**src/rtl/util_io_loop.sv**
```systemverilog
// IO loopback exerciser: baud-paced byte-stream generator on io_o with per-bit
// forcing, plus a synchronised, symbol-sampled view of io_i.
module util_io_loop #(
  parameter int INPUT_IO_WIDTH  = 8,
  parameter int OUTPUT_IO_WIDTH = 8,
  parameter int BASE_BAUD_DIV   = 8
) (
  input  logic                       clk,
  input  logic                       rstn,
  input  logic                       enable,
  input  logic [11:0]                baud_freq,
  input  logic [15:0]                baud_limit,
  input  logic [4:0]                 stream_pkt_dest,
  input  logic [31:0]                stream_pkt_gap,
  input  logic [31:0]                stream_pkt_num,
  input  logic [31:0]                stream_trans_len,
  input  logic [7:0]                 stream_start_from,
  input  logic [7:0]                 stream_inc,
  input  logic                       stream_fix,
  input  logic                       stream_start,
  output logic                       stream_busy,
  input  logic [OUTPUT_IO_WIDTH-1:0] io_default,
  input  logic [OUTPUT_IO_WIDTH-1:0] io_force_default,
  output logic [OUTPUT_IO_WIDTH-1:0] io_o,
  input  logic [INPUT_IO_WIDTH-1:0]  io_i,
  output logic [INPUT_IO_WIDTH-1:0]  io_i_r,
  output logic [INPUT_IO_WIDTH-1:0]  io_state,
  output logic                       io_state_valid
);

  localparam int DIV_W = (BASE_BAUD_DIV > 1) ? $clog2(BASE_BAUD_DIV) : 1;
  localparam logic [DIV_W-1:0] DIV_LAST = DIV_W'(BASE_BAUD_DIV - 1);

  typedef enum logic [1:0] {ST_IDLE = 2'd0, ST_DATA = 2'd1, ST_GAP = 2'd2} state_t;

  logic [16:0]                acc_r, acc_sum_s, acc_nxt_s;
  logic                       tick_s, strobe_s, start_rise_s;
  logic [DIV_W-1:0]           div_r;
  logic [INPUT_IO_WIDTH-1:0]  sync1_r;
  state_t                     state_r;
  logic                       busy_r, out_data_r, start_d_r, fix_r;
  logic [7:0]                 byte_r, inc_r, rot_s;
  logic [2:0]                 dest_r;
  logic [31:0]                len_r, num_r, gap_r, byte_cnt_r, pkt_cnt_r, gap_cnt_r;
  logic [OUTPUT_IO_WIDTH-1:0] mapped_s, data_r;

  // Fractional baud accumulator: next value and tick decision
  always_comb begin
    acc_sum_s = acc_r + {5'd0, baud_freq};
    acc_nxt_s = 17'd0;
    tick_s    = 1'b0;
    if (!enable) begin
      acc_nxt_s = 17'd0;
      tick_s    = 1'b0;
    end else if ((baud_limit == 16'd0) || ({4'd0, baud_freq} >= baud_limit)) begin
      acc_nxt_s = 17'd0;
      tick_s    = 1'b1;
    end else if (acc_sum_s >= {1'b0, baud_limit}) begin
      acc_nxt_s = acc_sum_s - {1'b0, baud_limit};
      tick_s    = 1'b1;
    end else begin
      acc_nxt_s = acc_sum_s;
      tick_s    = 1'b0;
    end
  end

  assign strobe_s     = tick_s && (div_r == DIV_LAST);
  assign start_rise_s = stream_start && !start_d_r;

  // Byte rotation by the latched destination, then fit to the output width
  assign rot_s = (byte_r << dest_r) | (byte_r >> (4'd8 - {1'b0, dest_r}));
  if (OUTPUT_IO_WIDTH > 8) begin : g_ext
    assign mapped_s = {{(OUTPUT_IO_WIDTH - 8){1'b0}}, rot_s};
  end else begin : g_fit
    assign mapped_s = rot_s[OUTPUT_IO_WIDTH-1:0];
  end

  // Baud accumulator and symbol divider
  always_ff @(posedge clk or negedge rstn) begin
    if (!rstn) begin
      acc_r <= 17'd0;
      div_r <= '0;
    end else begin
      acc_r <= acc_nxt_s;
      if (!enable) begin
        div_r <= '0;
      end else if (tick_s) begin
        div_r <= (div_r == DIV_LAST) ? '0 : div_r + DIV_W'(1);
      end
    end
  end

  // Input synchroniser and per-symbol sampling
  always_ff @(posedge clk or negedge rstn) begin
    if (!rstn) begin
      sync1_r        <= '0;
      io_i_r         <= '0;
      io_state       <= '0;
      io_state_valid <= 1'b0;
    end else begin
      sync1_r        <= io_i;
      io_i_r         <= sync1_r;
      io_state_valid <= strobe_s;
      if (strobe_s) begin
        io_state <= io_i_r;
      end
    end
  end

  // Stream FSM; the final byte of a run stays visible until the next strobe
  always_ff @(posedge clk or negedge rstn) begin
    if (!rstn) begin
      state_r    <= ST_IDLE;
      busy_r     <= 1'b0;
      out_data_r <= 1'b0;
      start_d_r  <= 1'b0;
      data_r     <= '0;
      byte_r     <= 8'd0;
      inc_r      <= 8'd0;
      fix_r      <= 1'b0;
      dest_r     <= 3'd0;
      len_r      <= 32'd0;
      num_r      <= 32'd0;
      gap_r      <= 32'd0;
      byte_cnt_r <= 32'd0;
      pkt_cnt_r  <= 32'd0;
      gap_cnt_r  <= 32'd0;
    end else begin
      start_d_r <= stream_start;
      if (!enable) begin
        state_r    <= ST_IDLE;
        busy_r     <= 1'b0;
        out_data_r <= 1'b0;
      end else begin
        case (state_r)
          ST_IDLE: begin
            if (strobe_s) out_data_r <= 1'b0;
            if (start_rise_s && (stream_pkt_num != 32'd0)) begin
              state_r    <= ST_DATA;
              busy_r     <= 1'b1;
              byte_r     <= stream_start_from;
              inc_r      <= stream_inc;
              fix_r      <= stream_fix;
              dest_r     <= 3'(stream_pkt_dest % 5'd8);
              len_r      <= (stream_trans_len == 32'd0) ? 32'd1 : stream_trans_len;
              num_r      <= stream_pkt_num;
              gap_r      <= stream_pkt_gap;
              byte_cnt_r <= 32'd0;
              pkt_cnt_r  <= 32'd0;
              gap_cnt_r  <= 32'd0;
            end
          end
          ST_DATA: begin
            if (strobe_s) begin
              out_data_r <= 1'b1;
              data_r     <= mapped_s;
              if (!fix_r) byte_r <= byte_r + inc_r;
              if (byte_cnt_r + 32'd1 == len_r) begin
                byte_cnt_r <= 32'd0;
                if (pkt_cnt_r + 32'd1 == num_r) begin
                  state_r <= ST_IDLE;
                  busy_r  <= 1'b0;
                end else begin
                  pkt_cnt_r <= pkt_cnt_r + 32'd1;
                  if (gap_r != 32'd0) begin
                    state_r   <= ST_GAP;
                    gap_cnt_r <= 32'd0;
                  end
                end
              end else begin
                byte_cnt_r <= byte_cnt_r + 32'd1;
              end
            end
          end
          ST_GAP: begin
            if (strobe_s) begin
              out_data_r <= 1'b0;
              if (gap_cnt_r + 32'd1 == gap_r) begin
                state_r   <= ST_DATA;
                gap_cnt_r <= 32'd0;
              end else begin
                gap_cnt_r <= gap_cnt_r + 32'd1;
              end
            end
          end
          default: begin
            state_r    <= ST_IDLE;
            busy_r     <= 1'b0;
            out_data_r <= 1'b0;
          end
        endcase
      end
    end
  end

  assign stream_busy = busy_r;
  assign io_o = out_data_r ? ((data_r & ~io_force_default) | (io_default & io_force_default))
                           : io_default;

endmodule

```
**config.mk**
```make
export PLATFORM = sky130hd
export DESIGN_NAME = util_io_loop
export DESIGN_NICKNAME = d
export VERILOG_FILES = /design/src/rtl/util_io_loop.sv
export SDC_FILE = /design/constraint.sdc
export NUM_CORES = 1
export LEC_CHECK = 0
export BUFFER_PORTS_ARGS = -buffer_cell sky130_fd_sc_hd__buf_2
export CAP_MARGIN = 40
export CORE_ASPECT_RATIO = 1.1
export CORE_MARGIN = 3
export CORE_UTILIZATION = 40
export DETAILED_ROUTE_END_ITERATION = 16
export GPL_TIMING_DRIVEN = 1
export PLACE_DENSITY = 0.64
export SETUP_SLACK_MARGIN = 0.15
export SYNTH_ARGS = -nofsm -noshare
export SYNTH_HDL_FRONTEND = slang
export SYNTH_SLANG_ARGS = --single-unit
```
**constraint.sdc**
```tcl
create_clock -name clk -period 10.2 [get_ports clk]
set_clock_uncertainty 0.15 [all_clocks]
set_input_delay 0 -clock clk [delete_from_list [all_inputs] [get_ports clk]]
set_output_delay 0 -clock clk [all_outputs]
set_load 0.03 [all_outputs]
```
## Yosys cells after proc, flatten, opt, wreduce, memory -nomap -nowiden

Index checks and enable logic that the tools add are counted.

| cells by class | value |
|---|---|
| bitwise gates (word level) | 5 |
| muxes and demuxes | 49 |
| reduce and logical (&&, ||, !) cells | 22 |
| $lt $le $gt $ge | 2 |
| $add $sub $neg | 8 |
| equal/unequal tests | 23 |
| shift operators | 2 |

Operator list:

| operator | number |
|---|---|
| $mux W32 | 13 |
| $pmux W32 S2 | 2 |
| $add A32 B1 Y32 const B | 3 |
| $eq A32 B32 Y1 | 3 |
| $pmux W32 S3 | 1 |
| $reduce_bool A32 Y1 | 2 |
| $mux W17 | 3 |
| $logic_not A32 Y1 | 1 |
| $mux W8 | 4 |
| $ne A3 B3 Y1 const B | 6 |
| $add A17 B12 Y17 | 1 |
| $ge A17 B16 Y1 | 1 |
| $sub A17 B16 Y17 | 1 |
| $and A8 B8 Y8 | 2 |
| $ge A12 B16 Y1 | 1 |
| $logic_not A16 Y1 | 1 |
| $mux W2 | 8 |
| $ne A2 B2 Y1 const B | 8 |
| $or A8 B8 Y8 | 2 |
| $pmux W8 S2 | 1 |
| $reduce_and A6 Y1 | 2 |
| $mux W1 | 11 |
| $reduce_and A5 Y1 | 2 |
| $mux W3 | 3 |
| other kinds (26) | 29 |

| word-level totals | value |
|---|---|
| input port bits | 174 |
| bits in registers | 270 |
| logic and storage cells | 132 |
| output and inout port bits | 26 |

## Depth between registers and ports, before layout

| logic depth | value |
|---|---|
| depth in word-level cells | 9 |
| gate-level depth with buffers | 23 |
| depth with buffers taken out | 21 |

## Worst setup path before layout

Ideal clock, no wire load.

| path | value |
|---|---|
| kind | register to register |
| start | register acc_r[1] |
| end | register gap_cnt_r[10] |
| stages on the path, launching flop included | 24 |
| required time | 9.985 ns |
| arrival time | 4.822 ns |
| setup time | 0.065 ns |
| path slack | 5.162 ns |
| buffers on the path | 3 |
| period minus slack after synthesis | 5.038 ns |
| cell sequence | dfrtp_1 -> ha_1 -> a21o_1 -> a21o_1 -> a21oi_1 -> nor2b_1 -> o2bb2ai_1 -> o211ai_1 -> a21o_1 -> xor2_1 -> ha_1 -> and4_1 -> and3_1 -> a211o_1 -> a211o_1 -> a221oi_1 -> nand2_1 -> o21ai_0 -> or2_2 -> clkbuf_1 -> or2_1 -> buf_4 -> buf_2 -> o22a_1 |

| between the ends | value |
|---|---|
| longest elaborated chain between the ends | 8 |
| elaborated cells between the ends (all ways) | 9 |
| classes of those cells | add/sub (1); order compare (1); eq/ne (2); mux (3); reduce/logical (2) |

RTL lines:

| what | RTL line | source |
|---|---|---|
| start: declaration | 36 | `logic [16:0] acc_r, acc_sum_s, acc_nxt_s;` |
| start signal: assignment | 84 | `acc_r <= acc_nxt_s;` |
| $add A17 B12 Y17 (*) | 49 | `acc_sum_s = acc_r + {5'd0, baud_freq};` |
| $ge A17 B16 Y1 (*) | 58 | `end else if (acc_sum_s >= {1'b0, baud_limit}) begin` |
| $mux W1 (*) | 58 |  |
| $mux W1 (*) | 55 | `end else if ((baud_limit == 16'd0) \|\| ({4'd0, baud_freq} >= baud_limit)) begin` |
| $mux W1 (*) | 52 | `if (!enable) begin` |
| $logic_and A1 B1 Y1 (*) | 67 | `assign strobe_s = tick_s && (div_r == DIV_LAST);` |
| $ne A2 B2 Y1 (no line) | -- |  |
| $reduce_and A8 Y1 (no line) (*) | -- |  |
| end signal: assignment | 182 | `gap_cnt_r <= gap_cnt_r + 32'd1;` |
| end: declaration | 44 | `logic [31:0] len_r, num_r, gap_r, byte_cnt_r, pkt_cnt_r, gap_cnt_r;` |

Mark *: on every way between the ends. The rest lies on a longest branch, timed or not.
A chain may end at the register's enable or synchronous reset.

## Final worst setup path

| path | value |
|---|---|
| start | register acc_r[0] |
| end | register gap_cnt_r[26] |

Same word-level chain as after synthesis.

==> summary.txt <==
Outcome
  – Status: completed

STA
  – Final worst setup slack: 4.24 ns
  – # setup viols final: 0
  – Total negative slack: 0 ns
  – Final Cycle Share: 0.585
  – Minimum clock period: between 5 and 6 ns
  – Hold Fails Final Rpt: 0
  – Final Max Slew Viols: 0
  – Max-slew headroom: 0.385
  – Unrepaired setup endpoints after global routing: no
  – Slew of the pin with the lowest slew margin: 0.915 ns
  – Achievable Freq: 168 MHz

Cells and area
  – Nets: 2728
  – Layout area overhead: 29.0%
  – Fillers: 3894
  – Diodes inserted: 0
  – Fraction of layout cells with a size suffix above 1: 0.130

Floorplanning
  – Die ar.: 46500 um^2
  – Number of I/O pins: 200
  – Core area: 42900 um^2
  – Die width: between 200 and 250 um
  – Die H: 226 um
  – Initial Util: 0.410
  – Row count: 79

Synthesis
  – Count leader, synth: nand2_1
  – Commonest cells post-synth: nand2_1 (451), dfrtp_1 (270), nor2_1 (122), o21ai_0 (120), a21oi_1 (102)
  – Top cell type's share of synthesized area: 0.384
  – Async set-reset flop share out of synthesis: 1.00
  – Syn avg cell area: a little over 8 um^2
  – Cell taking the most area after synthesis: dfrtp_1
  – Synth area leaders: dfrtp_1 (38%), nand2_1 (9.6%), xnor2_1 (4.5%)
  – Netlist Area Pre-Place: between 15000 and 20000 um^2
  – Netlist cell types: 86
  – Post-Synthesis Net Count: 2350
  – Flops & latches, synth: 270
  – Top_reg_cell synth: dfrtp_1
  – Post-Synthesis Cells: 2120
  – Number of flops mapped to enable cells by yosys: 0
  – Yosys warns: 0
  – Seq/Total Area, Yosys: 0.384

Routing
  – Number of detailed-route iterations in the first pass: 5
  – # DRC: 0
  – Drt wl/cell: 18.0 um
  – Via density: 5.62
  – DR vias: 17356
  – Initial DRC count: 1167
  – Routed wire length: approximately 56 mm
  – Antenna Nets Post-Route: 0

Worst setup path
  – CP Launch Type: flop
  – Max FO, Critical Path: 24
  – CP bufs+invs: 2
  – Register-to-Register Path Depth: 21
  – Worst path depth: 21
  – Setup crit end: gap_cnt_r[26]$_DFFE_PN0P_
  – R2R Setup Slk: 4.24 ns
  – Worst r2r dst: gap_cnt_r[26]$_DFFE_PN0P_
  – CP Class: flop to flop
  – Critical path's largest stage delay: between 0.6 and 0.7 ns
  – Crit-path leading delay family: compound AO/OA/AOI/OAI gates
  – Critical path cell sequence: ha_1, inv_1, fa_1, nor2b_1, o31a_1, o21ai_0, nand2_1, a31oi_1, xnor2_1, ha_1, and4_1, and3_1, a211o_1, a211o_1, a221oi_2, buf_4, nand2_1, o21ai_0, or2_2, or2_1, o41ai_2
  – Crit path required time: 10.48 ns
  – Crit path DAT: 6.24 ns
  – CP Capture Type: flop
  – Setup crit start: acc_r[0]$_DFF_PN0_
  – Reg-to-reg startpoint: acc_r[0]$_DFF_PN0_
  – Slowest CP cell: or2_1

Placed design
  – Hpwl dp: 37.7 mm
  – IO Port Bufs: 197
  – GP Congestion: 0.906
  – Pre-CTS WS: 4.25 ns

Clock network
  – Worst-skew pair later-pin latency: 0.60 ns
  – Worst-path clk slew: 0.06 ns
  – Post_cts resized: 0
  – CTS buffer count: 31
  – Clk buf depth: 3
  – CTS sink cnt: 270
  – Root Driver: clkbuf_16
  – CTS H-tree lvls: 1
  – CTS tree: done

GRT
  – GRT overflow: 0
  – Initial antenna violation count: 0
  – Total GRT Usage: 0.238
  – Number of global-route vias before repair: 17514
  – Largest net degree at the start of global routing: 82
  – First-pass GRT wire length: a little over 90 mm

Power and ir drop
  – P_sw: 1.54 mW
  – Peak VDD IR: 127 uV
  – Clock power frac: 0.277
  – Cell Pwr Density: approximately 190 nW/um^2
  – Switching Share: 0.359
  – Combinational power share: 0.383
  – Register share of total power: 0.340
  – Leakage power: 10.1 nW
  – Internal: 2.75 mW

Run
  – MaxCap Viol Count: 0

Worst hold path
  – Hold Path Class: input port to flop
## layout by cell type (no fill, tap or decap), types with 19 or more instances in the layout
| cell | instances |
|---|---|
| nand2_1 | 450 |
| dfrtp_1 | 270 |
| dlygate4sd3_1 | 243 |
| buf_2 | 196 |
| nor2_1 | 121 |
| o21ai_0 | 120 |
| a21oi_1 | 102 |
| xnor2_1 | 91 |
| xor2_1 | 64 |
| nand4_1 | 59 |
| nor4_1 | 59 |
| nand3_1 | 57 |
| o31ai_1 | 55 |
| inv_1 | 54 |
| ha_1 | 53 |
| a31oi_1 | 43 |
| nor3_1 | 42 |
| and3_1 | 33 |
| clkbuf_16 | 31 |
| nand2b_1 | 24 |
| nor2b_1 | 21 |
| a21o_1 | 19 |
| o22a_1 | 19 |
## power by group through the flow
stage / sequential (mW) / combinational [mW] / clock [mW]
floorplan: 1.38 / 1.15 / 0
global placement: 1.47 / 1.41 / 0
detailed placement: 1.48 / 1.45 / 0
CTS: 1.46 / 1.63 / 1.22
global route: 1.49 / 1.84 / 1.26
finish: 1.46 / 1.64 / 1.19
## worst reg2reg max path, stage by stage (launching register included)
cell	delay (ns)
dfrtp_1	0.37
ha_1	0.19
inv_1	0.07
fa_1	0.20
nor2b_1	0.07
o31a_1	0.29
o21ai_0	0.42
nand2_1	0.15
a31oi_1	0.29
xnor2_1	0.18
ha_1	0.32
and4_1	0.21
and3_1	0.19
a211o_1	0.25
a211o_1	0.27
a221oi_2	0.22
buf_4	0.31
nand2_1	0.21
o21ai_0	0.19
or2_2	0.42
or2_1	0.69
o41ai_2	0.16
## repair_timing
action	4_1_cts	5_1_grt
endpoints found under the hold margin	282	0
hold buffers	244	0
buffers inserted	0	0
## worst min-delay path by stage
stage / depth (start not counted) / slack [ns] / end / startpoint
after floorplan: 0 / -0.45 / acc_r[0]$_DFF_PN0_ / rstn
after global placement: 1 / -0.17 / acc_r[2]$_DFF_PN0_ / rstn
after detailed placement: 1 / -0.17 / acc_r[3]$_DFF_PN0_ / rstn
after CTS: 4 / 0.0003 / num_r[10]$_DFFE_PN0P_ / stream_pkt_num[10]
after global routing: 4 / 0.04 / num_r[10]$_DFFE_PN0P_ / stream_pkt_num[10]
final: 4 / 0.02 / gap_r[14]$_DFFE_PN0P_ / stream_pkt_gap[14]
## routing by layer
metal,vias up,GRT usage,part of all wire
met5,-,0,0
met4,0,0.0920,0.036
met3,116,0.0319,0.050
met2,523,0.421,0.50
met1,8369,0.293,0.41
li1,8348,-,-
## metrics by stage
stage               utilization  total power [mW]  hold slack, ns  area [um^2]  cells
detailed placement        0.446              2.93          -0.171        19100   2788
CTS                       0.529              4.31        0.000348        22700   3089
finish                    0.529              4.29          0.0227        22700   3089
global placement          0.443              2.88          -0.166        19000   2781
global route              0.529              4.59          0.0429        22700   3089
floorplan                     -              2.53          -0.446        17600   2120
## kinds of logic (layout without fill, tap and decap cells)
logic type | count (synthesis) | in the layout | share of synthesized area
compound gates | 472 | 472 | 0.175
xor+xnor | 155 | 155 | 0.0772
fa+ha+maj | 57 | 57 | 0.0417
buf+inv | 175 | 577 | 0.0394
flops | 270 | 270 | 0.384
mux | 29 | 29 | 0.0206
simple gates | 962 | 962 | 0.262
## area by class of cell
type,instances,area [um^2],share of cell area
clock inverter,15,194,0.00855
inverter,55,206,0.00910
multi-input combinational,1675,10200,0.449
clock buffer,42,897,0.0396
timing repair buffer,465,3730,0.164
sequential,270,6760,0.298
tap,567,709,0.0313
## registers in the layout, summed over array words and instances (netlist names), 2 cells and up
signal / cells
inc_r: 8
data_r: 8
byte_cnt_r: 32
io_i_r: 8
io_state: 8
div_r: 3
sync1_r: 8
byte_r: 8
pkt_cnt_r: 32
num_r: 32
len_r: 32
state_r: 2
gap_cnt_r: 32
gap_r: 32
acc_r: 17
dest_r: 3
Power figures use the tool's default switching activity.
